<file path="src/rtl/bcd_rtc_clock_if.sv">
// Control and time bus for the BCD real-time clock.
// Latency: none, this is wiring only.
// Backpressure: none, every signal is level or single-cycle pulse.
// Ports: master drives count enable, load request and alarm setup and observes the time.
//        slave is the clock core: it receives those controls and drives time and status.
interface bcd_rtc_clock_if;
    logic       ena;
    logic       load;
    logic [7:0] ld_hh;
    logic [7:0] ld_mm;
    logic [7:0] ld_ss;
    logic       ld_pm;
    logic       al_en;
    logic [7:0] al_hh;
    logic [7:0] al_mm;
    logic       al_pm;
    logic       al_clr;
    logic [7:0] hh;
    logic [7:0] mm;
    logic [7:0] ss;
    logic       pm;
    logic       sec_tick;
    logic       alarm;
    logic       load_err;

    modport master (
        output ena, load, ld_hh, ld_mm, ld_ss, ld_pm,
        output al_en, al_hh, al_mm, al_pm, al_clr,
        input  hh, mm, ss, pm, sec_tick, alarm, load_err
    );

    modport slave (
        input  ena, load, ld_hh, ld_mm, ld_ss, ld_pm,
        input  al_en, al_hh, al_mm, al_pm, al_clr,
        output hh, mm, ss, pm, sec_tick, alarm, load_err
    );
endinterface

</file>
<file path="src/rtl/bcd_rtc_clock.sv">
// BCD hh:mm:ss real-time clock with seconds prescaler, 12/24h mode, checked load and sticky alarm.
// Latency: every output is registered; new time and sec_tick appear together one edge after the tick.
// Backpressure: none; ena freezes counting, a load request always overrides a coincident tick.
// Ports: clk rising-edge clock; reset asynchronous active-low;
//        bus (slave) carries ena/load/ld_*/al_* in and hh/mm/ss/pm/sec_tick/alarm/load_err out.
//        TICKS_PER_SEC (>=1) enabled cycles per second; MODE_24H selects 24-hour counting.
module bcd_rtc_clock #(
    parameter int TICKS_PER_SEC = 1,
    parameter bit MODE_24H      = 1'b0
) (
    input  logic           clk,
    input  logic           reset,
    bcd_rtc_clock_if.slave bus
);
    localparam int         PW       = (TICKS_PER_SEC > 1) ? $clog2(TICKS_PER_SEC) : 1;
    localparam logic [PW-1:0] CNT_MAX = PW'(TICKS_PER_SEC - 1);
    localparam logic [7:0] HH_RESET = MODE_24H ? 8'h00 : 8'h12;

    logic [PW-1:0] cnt;
    logic [7:0]    hh_q, mm_q, ss_q;
    logic          pm_q, tick_q, alarm_q, err_q;

    logic          tick;
    logic [7:0]    ss_n, mm_n, hh_n;
    logic          pm_n;
    logic          hr_carry;
    logic          ld_valid;
    logic          ld_pm_eff;
    logic          alarm_hit;

    // Units-first BCD increment; callers handle the digit-pair wrap points.
    function automatic logic [7:0] bcd_inc(input logic [7:0] v);
        if (v[3:0] == 4'd9)
            return {v[7:4] + 4'd1, 4'd0};
        else
            return {v[7:4], v[3:0] + 4'd1};
    endfunction

    function automatic logic nib_ok(input logic [7:0] v);
        return (v[7:4] <= 4'd9) && (v[3:0] <= 4'd9);
    endfunction

    always_comb begin
        tick = bus.ena && (cnt == CNT_MAX);

        // Whole carry chain resolved in one cycle so no intermediate time is ever visible.
        ss_n     = (ss_q == 8'h59) ? 8'h00 : bcd_inc(ss_q);
        mm_n     = mm_q;
        hh_n     = hh_q;
        pm_n     = pm_q;
        hr_carry = (ss_q == 8'h59) && (mm_q == 8'h59);
        if (ss_q == 8'h59)
            mm_n = (mm_q == 8'h59) ? 8'h00 : bcd_inc(mm_q);
        if (hr_carry) begin
            if (MODE_24H) begin
                hh_n = (hh_q == 8'h23) ? 8'h00 : bcd_inc(hh_q);
            end else begin
                if (hh_q == 8'h12) begin
                    hh_n = 8'h01;
                end else begin
                    hh_n = bcd_inc(hh_q);
                    if (hh_q == 8'h11)
                        pm_n = ~pm_q;
                end
            end
        end
        if (MODE_24H)
            pm_n = (hh_n >= 8'h12);

        ld_valid = nib_ok(bus.ld_hh) && nib_ok(bus.ld_mm) && nib_ok(bus.ld_ss) &&
                   (bus.ld_mm <= 8'h59) && (bus.ld_ss <= 8'h59) &&
                   (MODE_24H ? (bus.ld_hh <= 8'h23)
                             : ((bus.ld_hh >= 8'h01) && (bus.ld_hh <= 8'h12)));
        ld_pm_eff = MODE_24H ? (bus.ld_hh >= 8'h12) : bus.ld_pm;

        // Only a real tick can raise the alarm; any load request swallows the tick.
        alarm_hit = tick && !bus.load && bus.al_en && (ss_n == 8'h00) &&
                    (hh_n == bus.al_hh) && (mm_n == bus.al_mm) &&
                    (MODE_24H || (pm_n == bus.al_pm));
    end

    always_ff @(posedge clk or negedge reset) begin
        if (!reset) begin
            cnt     <= '0;
            hh_q    <= HH_RESET;
            mm_q    <= 8'h00;
            ss_q    <= 8'h00;
            pm_q    <= 1'b0;
            tick_q  <= 1'b0;
            alarm_q <= 1'b0;
            err_q   <= 1'b0;
        end else begin
            tick_q <= tick && !bus.load;
            err_q  <= bus.load && !ld_valid;

            if (bus.load) begin
                // A rejected load leaves time and prescaler exactly as they were.
                if (ld_valid) begin
                    cnt  <= '0;
                    hh_q <= bus.ld_hh;
                    mm_q <= bus.ld_mm;
                    ss_q <= bus.ld_ss;
                    pm_q <= ld_pm_eff;
                end
            end else if (bus.ena) begin
                if (tick) begin
                    cnt  <= '0;
                    hh_q <= hh_n;
                    mm_q <= mm_n;
                    ss_q <= ss_n;
                    pm_q <= pm_n;
                end else begin
                    cnt <= cnt + PW'(1);
                end
            end

            // Set takes priority over a simultaneous clear.
            if (alarm_hit)
                alarm_q <= 1'b1;
            else if (bus.al_clr)
                alarm_q <= 1'b0;
        end
    end

    assign bus.hh       = hh_q;
    assign bus.mm       = mm_q;
    assign bus.ss       = ss_q;
    assign bus.pm       = pm_q;
    assign bus.sec_tick = tick_q;
    assign bus.alarm    = alarm_q;
    assign bus.load_err = err_q;
endmodule

</file>
<file path="src/flat_wrapper.sv">
// flat-port wrapper written by rule: the top's interface ports become plain ports
module bcd_rtc_clock_flat 
#(
    parameter int TICKS_PER_SEC = 1,
    parameter bit MODE_24H      = 1'b0
)
  (clk, reset, bus_ena, bus_load, bus_ld_hh, bus_ld_mm, bus_ld_ss, bus_ld_pm, bus_al_en, bus_al_hh, bus_al_mm, bus_al_pm, bus_al_clr, bus_hh, bus_mm, bus_ss, bus_pm, bus_sec_tick, bus_alarm, bus_load_err);
  bcd_rtc_clock_if bus_i ();
  input  logic clk;
  input  logic reset;
  input wire logic [$bits(bus_i.ena)-1:0] bus_ena;
  input wire logic [$bits(bus_i.load)-1:0] bus_load;
  input wire logic [$bits(bus_i.ld_hh)-1:0] bus_ld_hh;
  input wire logic [$bits(bus_i.ld_mm)-1:0] bus_ld_mm;
  input wire logic [$bits(bus_i.ld_ss)-1:0] bus_ld_ss;
  input wire logic [$bits(bus_i.ld_pm)-1:0] bus_ld_pm;
  input wire logic [$bits(bus_i.al_en)-1:0] bus_al_en;
  input wire logic [$bits(bus_i.al_hh)-1:0] bus_al_hh;
  input wire logic [$bits(bus_i.al_mm)-1:0] bus_al_mm;
  input wire logic [$bits(bus_i.al_pm)-1:0] bus_al_pm;
  input wire logic [$bits(bus_i.al_clr)-1:0] bus_al_clr;
  output wire logic [$bits(bus_i.hh)-1:0] bus_hh;
  output wire logic [$bits(bus_i.mm)-1:0] bus_mm;
  output wire logic [$bits(bus_i.ss)-1:0] bus_ss;
  output wire logic [$bits(bus_i.pm)-1:0] bus_pm;
  output wire logic [$bits(bus_i.sec_tick)-1:0] bus_sec_tick;
  output wire logic [$bits(bus_i.alarm)-1:0] bus_alarm;
  output wire logic [$bits(bus_i.load_err)-1:0] bus_load_err;
  assign bus_i.ena = bus_ena;
  assign bus_i.load = bus_load;
  assign bus_i.ld_hh = bus_ld_hh;
  assign bus_i.ld_mm = bus_ld_mm;
  assign bus_i.ld_ss = bus_ld_ss;
  assign bus_i.ld_pm = bus_ld_pm;
  assign bus_i.al_en = bus_al_en;
  assign bus_i.al_hh = bus_al_hh;
  assign bus_i.al_mm = bus_al_mm;
  assign bus_i.al_pm = bus_al_pm;
  assign bus_i.al_clr = bus_al_clr;
  assign bus_hh = bus_i.hh;
  assign bus_mm = bus_i.mm;
  assign bus_ss = bus_i.ss;
  assign bus_pm = bus_i.pm;
  assign bus_sec_tick = bus_i.sec_tick;
  assign bus_alarm = bus_i.alarm;
  assign bus_load_err = bus_i.load_err;
  bcd_rtc_clock #(.TICKS_PER_SEC(TICKS_PER_SEC), .MODE_24H(MODE_24H)) u_core (.clk(clk), .reset(reset), .bus(bus_i));
endmodule
</file>
<file path="config.mk">
export PLATFORM = sky130hd
export DESIGN_NAME = bcd_rtc_clock_flat
export DESIGN_NICKNAME = d
export VERILOG_FILES = /design/src/rtl/bcd_rtc_clock_if.sv /design/src/rtl/bcd_rtc_clock.sv /design/src/flat_wrapper.sv
export SDC_FILE = /design/constraint.sdc
export NUM_CORES = 1
export LEC_CHECK = 0
export BUFFER_PORTS_ARGS = -buffer_cell sky130_fd_sc_hd__buf_4
export CORE_MARGIN = 5
export CORE_UTILIZATION = 30
export CTS_CLUSTER_DIAMETER = 50
export DETAILED_ROUTE_END_ITERATION = 10
export HOLD_SLACK_MARGIN = 0.05
export PLACE_DENSITY = 0.53
export SYNTH_ARGS = -nofsm -noshare
export SYNTH_HDL_FRONTEND = slang
export SYNTH_SLANG_ARGS = --single-unit
</file>
<file path="constraint.sdc">
create_clock -name clk -period 8.2 [get_ports clk]
set_input_delay 1.64 -clock clk [delete_from_list [all_inputs] [get_ports clk]]
set_output_delay 1.64 -clock clk [all_outputs]
set_load 0.02 [all_outputs]
</file>
Word-level counts from Yosys, hierarchy flattened
Cells that the tools add are included.
{"block": "totals", "n_memories": 0, "ramBits": 0, "inputBits": 48, "elab_cells": 97, "romBits": 0, "register_bits": 29, "latchBits": 0}
{"block": "op_classes", "n_div": 0, "bitwise": 2, "add_sub_neg": 7, "shift": 0, "order_cmp": 10, "eq_ne": 11, "mux": 33, "n_mul": 0, "reduce_logical": 26}
{"cell": "8-bit 2-to-1 mux", "n": 20}
{"cell": "4-bit by 1-bit adder with 4-bit output (second input constant)", "n": 6}
{"cell": "4-bit less-or-equal comparator (second input constant)", "n": 6}
{"cell": "1-bit logical AND", "n": 18}
{"cell": "8-bit by 5-bit == test with 1-bit output (second input constant)", "n": 2}
{"cell": "8-bit by 7-bit == test with 1-bit output (second input constant)", "n": 2}
{"cell": "8-bit == test", "n": 2}
{"cell": "8-bit by 7-bit less-or-equal comparator with 1-bit output (second input constant)", "n": 2}
{"cell": "1-bit 2-to-1 mux", "n": 13}
{"cell": "4-bit == test (second input constant)", "n": 3}
{"cell": "8-bit by 1-bit >= comparator with 1-bit output (second input constant)", "n": 1}
{"cell": "8-bit by 5-bit less-or-equal comparator with 1-bit output (second input constant)", "n": 1}
{"cell": "8-bit logical NOT", "n": 1}
{"cell": "2-bit nonzero test", "n": 3}
{"cell": "3-bit AND reduction", "n": 1}
{"cell": "1-bit logical NOT", "n": 2}
{"cell": "2-bit by 1-bit != test with 1-bit output (second input constant)", "n": 1}
{"cell": "1-bit inverter", "n": 2}
{"cell": "2-bit AND reduction", "n": 1}
{"cell": "1-bit adder (second input constant)", "n": 1}
{"cell": "1-bit == test", "n": 1}

Logic depth before layout (Yosys ltp)
{"block": "logic_depth", "word_depth": 9, "ltp_mapped": 11, "mapped_depth_nobuf": 9}

Least setup slack after synthesis
No wires, ideal clock.
{"block": "synth_timing", "path_kind": "input-to-reg", "from": "in bus_ld_hh[3]", "to": "reg u_core.mm_q[0] (netlist: u_core.bus.mm[0])", "cell_stages": 7, "path_slack_ns": 4.859, "required_time_ns": 8.074, "n_path_buf": 0, "arrival_ns": 3.215, "cell_sequence": "or4_1 o211ai_1 nor4_1 or2_2 a22oi_1 nor2_1 a221o_1"}
{"block": "synth_via", "elab_chain_len": 9}
{"element": "start, declared", "line_no": "flat_wrapper.sv:13", "source": "input wire logic [$bits(bus_i.ld_hh)-1:0] bus_ld_hh;"}
{"element": "4-bit less-or-equal comparator", "line_no": "bcd_rtc_clock.sv:40", "source": "return (v[7:4] <= 4'd9) && (v[3:0] <= 4'd9);"}
{"element": "1-bit logical AND", "line_no": "bcd_rtc_clock.sv:40"}
{"element": "1-bit logical AND (3 in a row)", "line_no": "bcd_rtc_clock.sv:70", "source": "ld_valid = nib_ok(bus.ld_hh) && nib_ok(bus.ld_mm) && nib_ok(bus.ld_ss) &&"}
{"element": "1-bit logical AND", "line_no": "bcd_rtc_clock.sv:71", "source": "(bus.ld_mm <= 8'h59) && (bus.ld_ss <= 8'h59) &&"}
{"element": "1-bit logical AND (*)", "line_no": "bcd_rtc_clock.sv:71"}
{"element": "2-bit by 1-bit != test with 1-bit output (no source line) (*)"}
{"element": "3-bit AND reduction (no source line) (*)"}
{"element": "end signal, assigned", "line_no": "bcd_rtc_clock.sv:101", "source": "mm_q <= bus.ld_mm;"}
{"element": "end signal, assigned", "line_no": "bcd_rtc_clock.sv:109", "source": "mm_q <= mm_n;"}
{"element": "end, declared", "line_no": "bcd_rtc_clock.sv:20", "source": "logic [7:0] hh_q, mm_q, ss_q;"}
Every way passes the cells marked *; elsewhere a longest branch is shown, timed or not.
A chain may end at the register's enable or synchronous reset.

Worst setup path after layout
{"block": "layout_timing", "from": "in bus_load", "to": "reg u_core.mm_q[5] (netlist: u_core.bus.mm[5])"}
{"block": "layout_via", "elab_chain_len": 2}
{"element": "start, declared", "line_no": "flat_wrapper.sv:12", "source": "input wire logic [$bits(bus_i.load)-1:0] bus_load;"}
{"element": "2-bit by 1-bit != test with 1-bit output (no source line) / 2-bit nonzero test (equally long branches)"}
{"element": "3-bit AND reduction (no source line)"}
Parallel ways exist; a longest one is shown, timed or not.

==> flow_summary.ini <==
[status]
run_status = completed

[timing]
period_minus_slack_ps = 4390
setup_repair_after_global_routing_missed_its_margin = no
final_worst_setup_slack_ps = 3810
achievable-frequency_mhz = 228
timing.clock.skew_ps = 10.6
final_hold_vios = 0
setup_total_negative_slack_ps = 0
timing.max_slew.rel_slack_pct = 23.3
finalMaxSlewViolations = 0
slew_of_the_pin_with_the_lowest_slew_margin_ps = 1140
post-route-period-util_pct = 53.5
hold-worst-slack_ps = 512
final_setup_violating_endpoints = 0

[clock_tree]
h-tree-depth = 2
postCtsResizedCells = 0
clk_latency_ps = 290
tritoncts_clock_tree = done
cts_hold_buffers = 0
cts.reportedPaths.clkPinSlew_ps = 80
cts_buffers = 5
cts_num_sinks = 29
max-clock-path-buffers = 2
ctsRootBufferMaster = sky130_fd_sc_hd__clkbuf_8
post-cts-setup-buffers = 0

[synthesis]
synth.yosys.warnings = 0
synthTopCellsByCount = sky130_fd_sc_hd__nor2_1, sky130_fd_sc_hd__nand2_1, sky130_fd_sc_hd__o21ai_0, sky130_fd_sc_hd__dfrtp_1, sky130_fd_sc_hd__a21oi_1
synth-edff-count = 0
synth.largest_area_cell = sky130_fd_sc_hd__dfrtp_1
synth_fp_nets = 419
library_cells_used_by_synthesis = 65
synth.most_common_cell = sky130_fd_sc_hd__nor2_1
ys_seq_area_share_pct = 26.1
syn_inst = 361
async_set_or_reset_register_ratio_after_synthesis_pct = 100
post-synth-top-area-fraction_pct = 24.2
synth.avg_cell_area_um2 = 7.73
cell_area_after_technology_mapping_um2 = 2790
netlist_top_cells_area = sky130_fd_sc_hd__dfrtp_1, sky130_fd_sc_hd__o21ai_0, sky130_fd_sc_hd__nor2_1, sky130_fd_sc_hd__ha_1, sky130_fd_sc_hd__a21oi_1
ys_seq_elements = 29
synthFlopType = sky130_fd_sc_hd__dfrtp_1

[worst_setup_path]
crit_arrival_ps = 4570
endpoint_kind = register
criticalPathCategory = input port to register
worst_ep_required_time_ps = 8380
type_of_element_launching_the_critical_path = input port
crit_fanout = 24
r2r_setup_slack_ps = 4720

[placement]
placement.setup.worst_slack_ps = 3640
placed_insts = 530
hpwl_um = 7590
globalplace.congestion = 0.837
port-buffer-count = 75

[floorplanning]
die_height_um = 106
floorplan.rows = 35
floorplan.initialDensity_pct = 30.5
design.core.area_um2 = 9150
floorplan.die.width_um = 106
die_area_um2 = 11300
top_level_port_count = 76

[routing]
drt_iter0_markers = 133
detail_route.vias_per_cell = 5.70
wl_um = 10100
route.detailed.drc = 0
detail-route-antenna-nets = 0
routedWlPerCell_um = 18.7
drt_first_pass_iters = 5
num_vias = 3066

[global_routing]
number_of_antenna_violations_at_the_first_check_in_global_routing = 0
grt_pass1_wl_um = 16000
grt-ovfl-total = 0
vias_in_the_first_global_route = 2950
global_route.usage.total_pct = 17.7
grt_start_max_net_pins = 30

[layout]
layout-drive-gt1-share_pct = 23.0
design.final.nets = 484
multiInputGateArea_um2 = 1910
fillers = 983
final_core_utilization_pct = 38.5
area_delta_synth_final_pct = 26.3
instances_no_fill = 538
diodes = 0
seqCellArea_um2 = 728

[pwr]
vdd.ir_drop.worst_uv = 67.3
power.static_leakage_uw = 0.00151
p_per_area_nw_per_um2 = 170

[hold_path]
worst_hold_path_type = register to register

[job]
max-cap-violations = 0
[logic make-up (layout without fill, tap and decap cells)]
family / count (synthesis) / after routing / share of synthesized area [%]
buffers and inverters: 39 / 105 / 5.34
flip-flops: 29 / 29 / 26.1
multiplexers: 6 / 6 / 2.20
adder cells (fa/ha/maj): 10 / 10 / 4.48
XOR/XNOR: 11 / 11 / 3.45
AO/OA/AOI/OAI: 125 / 125 / 30.1
AND/OR/NAND/NOR: 141 / 141 / 28.3
[layout make-up]
cell class,instances,area share (%)
clock buffers,5,1.95
clock inverters,3,0.497
inverters,19,2.02
multi-input cells,293,54.3
flip-flops and latches,29,20.7
well taps,111,3.94
repair buffers,78,16.6
[state kept, by name (all words and copies together) (netlist names)]
name                 count
u_core.cnt               1
u_core.bus.pm            1
u_core.bus.hh            8
u_core.bus.load_err      1
u_core.bus.mm            8
u_core.bus.ss            8
u_core.bus.alarm         1
u_core.bus.sec_tick      1
[routing by layer]
metal | wire (µm) | GRT usage (%) | up-vias
met2 | 4640 | 28.4 | 88
met4 | 89 | 3.01 | 0
li1 | - | - | 1494
met1 | 4820 | 25.3 | 1477
met5 | 0 | 0 | -
met3 | 500 | 2.67 | 7
[metrics by stage]
stage / power [µW] / area (µm²)
after floorplan: 372 / 2790
after global placement: 475 / 3440
after detailed placement: 477 / 3440
after CTS: 602 / 3520
after global routing: 639 / 3520
final: 599 / 3520
[worst max-delay path, cell delays in order]
cell	delay, ps
sky130_fd_sc_hd__buf_4	270
sky130_fd_sc_hd__clkinv_1	460
sky130_fd_sc_hd__nor4_1	1090
sky130_fd_sc_hd__nor2_1	260
sky130_fd_sc_hd__buf_4	300
sky130_fd_sc_hd__nor3_1	210
sky130_fd_sc_hd__a21oi_1	70
sky130_fd_sc_hd__o221a_2	250
[where the power goes]
part / switching [µW] / leakage, µW / internal [µW]
sequential: 53.0 / 0.000337 / 164
clock: 63.4 / 0.0000439 / 58.6
combinational: 143 / 0.00113 / 117
[cell usage in the layout, fill, tap and decap left out, types with 9 or more instances in the layout]
| cell | netlist | layout |
|---|---|---|
| sky130_fd_sc_hd__a211oi_1 | 11 | 11 |
| sky130_fd_sc_hd__a21oi_1 | 24 | 24 |
| sky130_fd_sc_hd__buf_4 | 0 | 78 |
| sky130_fd_sc_hd__dfrtp_1 | 27 | 27 |
| sky130_fd_sc_hd__ha_1 | 10 | 10 |
| sky130_fd_sc_hd__inv_1 | 18 | 18 |
| sky130_fd_sc_hd__nand2_1 | 30 | 30 |
| sky130_fd_sc_hd__nand3_1 | 10 | 10 |
| sky130_fd_sc_hd__nor2_1 | 35 | 35 |
| sky130_fd_sc_hd__nor3_1 | 9 | 9 |
| sky130_fd_sc_hd__o21ai_0 | 29 | 29 |
[path summary, 6_finish.rpt]
path                                               from                            to  depth (start not counted)
max                                            bus_load  u_core.bus.mm[5]$_DFFE_PN0P_                          8
min                              u_core.cnt$_DFFE_PN0P_        u_core.cnt$_DFFE_PN0P_                          1
max reg2reg                u_core.bus.mm[1]$_DFFE_PN0P_  u_core.bus.alarm$_DFFE_PN0P_                          9
min reg2reg                      u_core.cnt$_DFFE_PN0P_        u_core.cnt$_DFFE_PN0P_                          1
max in group asynchronous                         reset  u_core.bus.hh[1]$_DFFE_PN1P_                          1
min in group asynchronous                         reset  u_core.bus.ss[0]$_DFFE_PN0P_                          1
(Power assumes the default switching activity.)
